File: config.mk
export PLATFORM = sky130hd
export DESIGN_NAME = adc_emul_seq_flat
export DESIGN_NICKNAME = d
export VERILOG_FILES = /design/src/rtl/adc_emul_pkg.sv /design/src/rtl/adc_emul_seq_if.sv /design/src/rtl/adc_emul_pattern.sv /design/src/rtl/adc_emul_seq.sv /design/src/flat_wrapper.sv
export SDC_FILE = /design/constraint.sdc
export NUM_CORES = 1
export LEC_CHECK = 0
export CORE_ASPECT_RATIO = 0.75
export CORE_MARGIN = 4
export CORE_UTILIZATION = 30
export DETAILED_ROUTE_END_ITERATION = 12
export GPL_TIMING_DRIVEN = 1
export SLEW_MARGIN = 20
export SYNTH_ARGS = -nofsm -noshare
export SYNTH_HDL_FRONTEND = slang
export SYNTH_SLANG_ARGS = --single-unit
File: constraint.sdc
create_clock -name clk -period 5.1 [get_ports clk]
set_clock_uncertainty 0.1 [all_clocks]
set_input_delay 1.02 -clock clk [delete_from_list [all_inputs] [get_ports clk]]
set_output_delay 1.02 -clock clk [all_outputs]
set_load 0.02 [all_outputs]
File: src/rtl/adc_emul_pkg.sv
`default_nettype none
// +----------------------------------------------------------------------+
// | adc_emul_pkg                                                         |
// | Shared constants and FSM state type for the ADC emulator sequencer.  |
// | Revision: 1.0                                                        |
// +----------------------------------------------------------------------+
package adc_emul_pkg;

    localparam int C_DEF_WIDTH = 4;
    localparam int C_DEF_CNT_W = 16;

    localparam logic [1:0] C_MODE_TRI   = 2'd0;
    localparam logic [1:0] C_MODE_RAMP  = 2'd1;
    localparam logic [1:0] C_MODE_CONST = 2'd2;
    localparam logic [1:0] C_MODE_CHK   = 2'd3;

    typedef logic [1:0] state_t;

    localparam state_t C_ST_IDLE = 2'd0;
    localparam state_t C_ST_RUN  = 2'd1;
    localparam state_t C_ST_GAP  = 2'd2;
    localparam state_t C_ST_DONE = 2'd3;

endpackage
`default_nettype wire

File: src/rtl/adc_emul_seq_if.sv
`default_nettype none
// +----------------------------------------------------------------------+
// | adc_emul_seq_if                                                      |
// | Config, control and sample bus between controller and sequencer.     |
// | Revision: 1.0                                                        |
// +----------------------------------------------------------------------+
interface adc_emul_seq_if
    import adc_emul_pkg::*;
#(
    parameter int WIDTH = C_DEF_WIDTH,
    parameter int CNT_W = C_DEF_CNT_W
);
    logic             cfg_valid;
    logic             cfg_ready;
    logic [1:0]       cfg_mode;
    logic [WIDTH-1:0] cfg_step;
    logic [CNT_W-1:0] cfg_len;
    logic [CNT_W-1:0] cfg_gap;
    logic [7:0]       cfg_bursts;
    logic             start;
    logic             abort;
    logic             busy;
    logic             done;
    logic             aborted;
    logic [WIDTH-1:0] sample;
    logic             sample_valid;
    logic             frame_start;

    modport master (
        output cfg_valid, cfg_mode, cfg_step, cfg_len, cfg_gap, cfg_bursts,
        output start, abort,
        input  cfg_ready, busy, done, aborted, sample, sample_valid, frame_start
    );

    modport slave (
        input  cfg_valid, cfg_mode, cfg_step, cfg_len, cfg_gap, cfg_bursts,
        input  start, abort,
        output cfg_ready, busy, done, aborted, sample, sample_valid, frame_start
    );
endinterface
`default_nettype wire

File: src/rtl/adc_emul_pattern.sv
`default_nettype none
// +----------------------------------------------------------------------+
// | adc_emul_pattern                                                     |
// | Triangle / ramp / constant / checkerboard sample generator.          |
// | Revision: 1.0                                                        |
// +----------------------------------------------------------------------+
module adc_emul_pattern
    import adc_emul_pkg::*;
#(
    parameter int WIDTH = C_DEF_WIDTH
) (
    input  logic             clk,
    input  logic             reset_n,
    input  logic             i_clr,
    input  logic             i_adv,
    input  logic [1:0]       i_mode,
    input  logic [WIDTH-1:0] i_step,
    output logic [WIDTH-1:0] o_sample
);
    localparam logic [WIDTH-1:0] C_MAX = '1;
    localparam logic [WIDTH-1:0] C_ONE = WIDTH'(1);

    logic [WIDTH-1:0] r_val;
    logic             r_dir_down;
    logic             r_phase;
    logic [WIDTH-1:0] w_step;
    logic [WIDTH-1:0] w_val_nxt;
    logic             w_dir_nxt;
    logic [WIDTH-1:0] w_chk;

    assign w_step = (i_step == '0) ? C_ONE : i_step;

    // The direction flips on the sample that reaches an end, so neither MAX nor 0 repeats.
    always_comb begin
        w_val_nxt = r_val;
        w_dir_nxt = r_dir_down;
        case (i_mode)
            C_MODE_TRI: begin
                if (!r_dir_down) begin
                    if (r_val >= C_MAX - w_step) begin
                        w_val_nxt = C_MAX;
                        w_dir_nxt = 1'b1;
                    end else begin
                        w_val_nxt = r_val + w_step;
                    end
                end else begin
                    if (r_val <= w_step) begin
                        w_val_nxt = '0;
                        w_dir_nxt = 1'b0;
                    end else begin
                        w_val_nxt = r_val - w_step;
                    end
                end
            end
            C_MODE_RAMP: w_val_nxt = r_val + w_step;
            default:     w_val_nxt = r_val;
        endcase
    end

    always_comb begin
        w_chk = '0;
        for (int i = 0; i < WIDTH; i++) begin
            w_chk[i] = (i % 2 == 0) ^ r_phase;
        end
    end

    always_ff @(posedge clk or negedge reset_n) begin
        if (!reset_n) begin
            r_val      <= '0;
            r_dir_down <= 1'b0;
            r_phase    <= 1'b0;
        end else if (i_clr) begin
            r_val      <= '0;
            r_dir_down <= 1'b0;
            r_phase    <= 1'b0;
        end else if (i_adv) begin
            r_val      <= w_val_nxt;
            r_dir_down <= w_dir_nxt;
            r_phase    <= ~r_phase;
        end
    end

    always_comb begin
        case (i_mode)
            C_MODE_CONST: o_sample = i_step;
            C_MODE_CHK:   o_sample = w_chk;
            default:      o_sample = r_val;
        endcase
    end
endmodule
`default_nettype wire

File: src/rtl/adc_emul_seq.sv
`default_nettype none
// +----------------------------------------------------------------------+
// | adc_emul_seq                                                         |
// | Burst sequencer: config capture, burst/gap FSM, pattern sample out.  |
// | Optional frame marker: define ADC_EMUL_SEQ_FRAME_EN.                 |
// | Revision: 1.0                                                        |
// +----------------------------------------------------------------------+
module adc_emul_seq
    import adc_emul_pkg::*;
#(
    parameter int WIDTH = C_DEF_WIDTH,
    parameter int CNT_W = C_DEF_CNT_W
) (
    input  logic          clk,
    input  logic          reset_n,
    adc_emul_seq_if.slave bus
);
    localparam logic [CNT_W-1:0] C_CNT_ONE   = CNT_W'(1);
    localparam logic [7:0]       C_BURST_ONE = 8'd1;

    state_t           r_state;
    logic [1:0]       r_mode;
    logic [WIDTH-1:0] r_step;
    logic [CNT_W-1:0] r_len;
    logic [CNT_W-1:0] r_gap;
    logic [7:0]       r_bursts;
    logic [CNT_W-1:0] r_cnt;
    logic [CNT_W-1:0] r_gap_cnt;
    logic [7:0]       r_burst_cnt;
    logic             r_aborted;

    logic             w_accept;
    logic             w_cap;
    logic             w_go;
    logic [CNT_W-1:0] w_len;
    logic [7:0]       w_bursts;
    logic             w_run;
    logic             w_last_sample;
    logic             w_last_burst;
    logic             w_gap_end;
    logic [WIDTH-1:0] w_pat;

    // The cycle carrying the aborted pulse is a recovery cycle: no config or start accepted.
    assign w_accept      = (r_state == C_ST_IDLE) && !r_aborted;
    assign w_cap         = w_accept && bus.cfg_valid;
    assign w_go          = w_accept && bus.start;
    assign w_len         = w_cap ? bus.cfg_len    : r_len;
    assign w_bursts      = w_cap ? bus.cfg_bursts : r_bursts;
    assign w_run         = (r_state == C_ST_RUN);
    assign w_last_sample = (r_cnt == r_len - C_CNT_ONE);
    assign w_last_burst  = (r_burst_cnt == r_bursts - C_BURST_ONE);
    assign w_gap_end     = (r_gap_cnt == r_gap - C_CNT_ONE);

    always_ff @(posedge clk or negedge reset_n) begin
        if (!reset_n) begin
            r_state     <= C_ST_IDLE;
            r_mode      <= '0;
            r_step      <= '0;
            r_len       <= '0;
            r_gap       <= '0;
            r_bursts    <= '0;
            r_cnt       <= '0;
            r_gap_cnt   <= '0;
            r_burst_cnt <= '0;
            r_aborted   <= 1'b0;
        end else begin
            r_aborted <= 1'b0;
            if (w_cap) begin
                r_mode   <= bus.cfg_mode;
                r_step   <= bus.cfg_step;
                r_len    <= bus.cfg_len;
                r_gap    <= bus.cfg_gap;
                r_bursts <= bus.cfg_bursts;
            end
            if (bus.abort && (r_state != C_ST_IDLE)) begin
                r_state   <= C_ST_IDLE;
                r_aborted <= 1'b1;
            end else begin
                case (r_state)
                    C_ST_IDLE: begin
                        if (w_go) begin
                            r_cnt       <= '0;
                            r_gap_cnt   <= '0;
                            r_burst_cnt <= '0;
                            r_state     <= ((w_len != '0) && (w_bursts != '0)) ? C_ST_RUN : C_ST_DONE;
                        end
                    end
                    C_ST_RUN: begin
                        if (w_last_sample) begin
                            r_cnt <= '0;
                            if (w_last_burst) begin
                                r_state <= C_ST_DONE;
                            end else begin
                                r_burst_cnt <= r_burst_cnt + C_BURST_ONE;
                                if (r_gap != '0) begin
                                    r_gap_cnt <= '0;
                                    r_state   <= C_ST_GAP;
                                end
                            end
                        end else begin
                            r_cnt <= r_cnt + C_CNT_ONE;
                        end
                    end
                    C_ST_GAP: begin
                        if (w_gap_end) begin
                            r_state <= C_ST_RUN;
                        end else begin
                            r_gap_cnt <= r_gap_cnt + C_CNT_ONE;
                        end
                    end
                    C_ST_DONE: r_state <= C_ST_IDLE;
                    default:   r_state <= C_ST_IDLE;
                endcase
            end
        end
    end

    adc_emul_pattern #(
        .WIDTH (WIDTH)
    ) u_pattern (
        .clk      (clk),
        .reset_n  (reset_n),
        .i_clr    (w_go),
        .i_adv    (w_run),
        .i_mode   (r_mode),
        .i_step   (r_step),
        .o_sample (w_pat)
    );

    assign bus.cfg_ready    = w_accept;
    assign bus.busy         = (r_state != C_ST_IDLE);
    assign bus.done         = (r_state == C_ST_DONE);
    assign bus.aborted      = r_aborted;
    assign bus.sample_valid = w_run;
    assign bus.sample       = w_run ? w_pat : '0;

`ifdef ADC_EMUL_SEQ_FRAME_EN
    assign bus.frame_start = w_run && (r_cnt == '0);
`else
    assign bus.frame_start = 1'b0;
`endif
endmodule
`default_nettype wire

File: src/flat_wrapper.sv
// flat-port wrapper written by rule: the top's interface ports become plain ports
module adc_emul_seq_flat import adc_emul_pkg::*;
#(
    parameter int WIDTH = C_DEF_WIDTH,
    parameter int CNT_W = C_DEF_CNT_W
)
  (clk, reset_n, bus_cfg_valid, bus_cfg_mode, bus_cfg_step, bus_cfg_len, bus_cfg_gap, bus_cfg_bursts, bus_start, bus_abort, bus_cfg_ready, bus_busy, bus_done, bus_aborted, bus_sample, bus_sample_valid, bus_frame_start);
  adc_emul_seq_if #(.WIDTH(WIDTH), .CNT_W(CNT_W)) bus_i ();
  input  logic clk;
  input  logic reset_n;
  input wire logic [$bits(bus_i.cfg_valid)-1:0] bus_cfg_valid;
  input wire logic [$bits(bus_i.cfg_mode)-1:0] bus_cfg_mode;
  input wire logic [$bits(bus_i.cfg_step)-1:0] bus_cfg_step;
  input wire logic [$bits(bus_i.cfg_len)-1:0] bus_cfg_len;
  input wire logic [$bits(bus_i.cfg_gap)-1:0] bus_cfg_gap;
  input wire logic [$bits(bus_i.cfg_bursts)-1:0] bus_cfg_bursts;
  input wire logic [$bits(bus_i.start)-1:0] bus_start;
  input wire logic [$bits(bus_i.abort)-1:0] bus_abort;
  output wire logic [$bits(bus_i.cfg_ready)-1:0] bus_cfg_ready;
  output wire logic [$bits(bus_i.busy)-1:0] bus_busy;
  output wire logic [$bits(bus_i.done)-1:0] bus_done;
  output wire logic [$bits(bus_i.aborted)-1:0] bus_aborted;
  output wire logic [$bits(bus_i.sample)-1:0] bus_sample;
  output wire logic [$bits(bus_i.sample_valid)-1:0] bus_sample_valid;
  output wire logic [$bits(bus_i.frame_start)-1:0] bus_frame_start;
  assign bus_i.cfg_valid = bus_cfg_valid;
  assign bus_i.cfg_mode = bus_cfg_mode;
  assign bus_i.cfg_step = bus_cfg_step;
  assign bus_i.cfg_len = bus_cfg_len;
  assign bus_i.cfg_gap = bus_cfg_gap;
  assign bus_i.cfg_bursts = bus_cfg_bursts;
  assign bus_i.start = bus_start;
  assign bus_i.abort = bus_abort;
  assign bus_cfg_ready = bus_i.cfg_ready;
  assign bus_busy = bus_i.busy;
  assign bus_done = bus_i.done;
  assign bus_aborted = bus_i.aborted;
  assign bus_sample = bus_i.sample;
  assign bus_sample_valid = bus_i.sample_valid;
  assign bus_frame_start = bus_i.frame_start;
  adc_emul_seq #(.WIDTH(WIDTH), .CNT_W(CNT_W)) u_core (.clk(clk), .reset_n(reset_n), .bus(bus_i));
endmodule
==> results.json <==
{
  "final_cells": 983,
  "max_freq_mhz": 251.9,
  "worst_pin_slew_ps": 842.4,
  "clock-sinks": 95,
  "place_ws_ps": 1178,
  "cts_tree": "done",
  "n_antenna_cell": 0,
  "cts_hold_buf": 0,
  "final.setup.tns_ps": 0,
  "power_leakage_nw": 2.908,
  "dp_cells": 967,
  "swShare": 0.4332,
  "final_area_um2": 7288,
  "multi_input_area_um2": 3567,
  "place.gp.congestion": 0.8630,
  "synth-async-reset-ratio": 1.000,
  "intPower_mw": 2.211,
  "core_area_um2": 20210,
  "wl_per_cell_um": 15.37,
  "firstDrtPassIters": 5,
  "irDropWorstVdd_mv": 0.2535,
  "grt_max_degree": 61,
  "netlist_instances": 675,
  "drv_cap": 0,
  "reg2reg_slack_ps": 1130,
  "die_h_um": 132.3,
  "cts_buffer_depth": 2,
  "yosys-top-cells-count": "dfrtp_1 (95), nor2_1 (60), nand2_1 (46)",
  "layout-drive-gt1-share": 0.09241,
  "post_cts_buffers": 0,
  "synth_edf_count": 0,
  "holdPathStages": 1,
  "dpl_cell_area_um2": 6990,
  "yosysMostFrequentCell": "dfrtp_1",
  "drv_slew": 0,
  "seq_area_um2": 2377,
  "dieWidth_um": 173.7,
  "r2r-end": "u_core.r_gap_cnt[14]",
  "period_share": 0.7783,
  "grt_pass1_wl_um": 25730,
  "clock_power_share": 0.177,
  "io-pin-count": 61,
  "portBuffers": 59,
  "critical_path_arrival_ps": 4140,
  "cts-buffers-inserted": 9,
  "setup_viol": 0,
  "status": "complete, no violations",
  "p_comb_frac": 0.469,
  "rsz0062_at_grt": "no",
  "r2r_start": "u_core.r_len[0]",
  "track_usage": 0.1348,
  "syn-cell-area_um2": 6180,
  "fin_ws_ps": 1131,
  "worstPathRequired_ps": 5270,
  "finalCriticalPeriod_ps": 3969,
  "crit_type": "reg -> reg",
  "netlist_top_cells_area": "dfrtp_1 (38%), mux2_2 (6.2%), xnor2_1 (4.8%)",
  "ys_ff_latch": 95,
  "dp_hpwl_um": 11270,
  "hp-class": "reg -> reg",
  "ant_nets": 0,
  "synth_cell_types": 73,
  "viasPerCell": 5.218,
  "synthFlopType": "dfrtp_1",
  "vias": 5129,
  "yosysSeqAreaShare": 0.3847,
  "insertion_delay_ps": 350,
  "drc": 0,
  "htreeDepth": 3,
  "yosysTopAreaCell": "dfrtp_1",
  "fill_cells": 2014,
  "hold_viol": 0,
  "min_to": "u_core.r_step[0]",
  "r2r_cells": 11,
  "cp-end-kind": "register",
  "yosys_warnings": 0,
  "syn_avg_cell_area_um2": 9.155,
  "syn2layout_area_growth_pct": 17.94,
  "dieArea_um2": 22980,
  "cts_resized": 0,
  "cts_root_buffer": "clkbuf_16",
  "overflow": 0,
  "nNetsFinal": 789,
  "path_clk_slew_ps": 70,
  "relSlewSlack": 0.4370,
  "cp_max_fo": 22,
  "grt_pass1_vias": 4963,
  "syn-num-nets": 744,
  "synth_top_area_frac": 0.3847,
  "switchingPower_mw": 1.690,
  "floorplan.initialDensity": 0.3057,
  "seq_power_share": 0.354,
  "drt_iter0_drc": 269,
  "p_per_area_nw_per_um2": 535.1,
  "antenna_found_initial": 0,
  "start_kind": "register",
  "std_cell_rows": 45,
  "wirelength_um": 15110,
  "hp-start": "u_core.r_step[0]"
}
-- state kept, by name, summed over array words and instances, names as in the netlist --
signal and flops:
u_core.u_pattern.r_dir_down 1, u_core.u_pattern.r_val 4, u_core.r_gap_cnt 16, u_core.u_pattern.r_phase 1, u_core.r_cnt 16, u_core.bus.aborted 1
u_core.r_burst_cnt 8, u_core.r_state 2, u_core.r_step 4, u_core.r_len 16, u_core.r_gap 16, u_core.r_bursts 8
u_core.r_mode 2
-- placed cells by master (no fill, tap or decap), types with 18 or more instances in the layout --
master           count
clkdlybuf4s50_1     58
xnor2_1             34
o21ai_0             35
a21oi_1             34
nor3_1              18
nand3_1             18
inv_1               31
dfrtp_1             95
mux2_2              34
xor2_1              30
nor2_1              60
nand2_1             46
-- critical path, cell delays in order, from the launching register on --
cell	delay, ps
dfrtp_1	440
inv_1	90
ha_1	260
or3b_1	480
nor3_1	270
nand2_1	80
mux4_2	470
or4_4	480
a21oi_4	250
o21ai_2	240
or4_1	570
a21oi_1	160
-- power groups by stage --
| stage | Combinational [mW] | Sequential, mW | Clock [mW] |
|---|---|---|---|
| floorplan | 1.52 | 1.21 | 0 |
| global placement | 1.81 | 1.39 | 0 |
| detailed placement | 1.82 | 1.39 | 0 |
| CTS | 1.83 | 1.38 | 0.715 |
| global route | 2.07 | 1.44 | 0.744 |
| finish | 1.83 | 1.38 | 0.692 |
-- cell families after synthesis --
kind of cell             count (synthesis)  share of synthesized area
AND/OR/NAND/NOR                        257                     0.2213
AO/OA/AOI/OAI                          138                     0.1470
buffers and inverters                   59                    0.03827
other                                    1                  0.0006068
XOR/XNOR                                64                    0.09071
flip-flops                              95                     0.3847
multiplexers                            43                    0.07856
adder cells (fa/ha/maj)                 18                    0.03887
-- worst max path at each step --
stage,start,end,cells past startpoint
detailed placement,u_core.r_len[0],u_core.r_gap_cnt[14],11
floorplan,u_core.r_len[0],u_core.r_gap_cnt[14],11
global placement,u_core.r_len[0],u_core.r_gap_cnt[14],11
CTS,u_core.r_len[0],u_core.r_gap_cnt[14],11
global route,u_core.r_len[0],u_core.r_gap_cnt[14],11
finish,u_core.r_len[0],u_core.r_gap_cnt[14],11
-- stage by stage --
stage / total power, mW / utilization / hold WS [ps]
global route: 4.253 / 0.3606 / 459.8
finish: 3.900 / 0.3606 / 440.1
global placement: 3.201 / 0.3458 / 418.7
floorplan: 2.727 / - / 395.9
detailed placement: 3.210 / 0.3458 / 428.2
CTS: 3.926 / 0.3606 / 443.0
-- layer usage --
layer	global-route usage	vias up	share of wire
met5	0	-	0
met4	0.02242	0	0.0050
met3	0.03326	8	0.054
met2	0.1940	124	0.41
met1	0.2066	2453	0.53
li1	-	2544	-
-- final cells by class --
class | instances | share of cell area
sequential | 95 | 0.3262
clock inverter | 6 | 0.009442
multi-input combinational | 521 | 0.4894
tap | 258 | 0.04429
clock buffer | 10 | 0.03142
timing repair buffer | 61 | 0.08275
inverter | 32 | 0.01648
(Power assumes the default switching activity.)
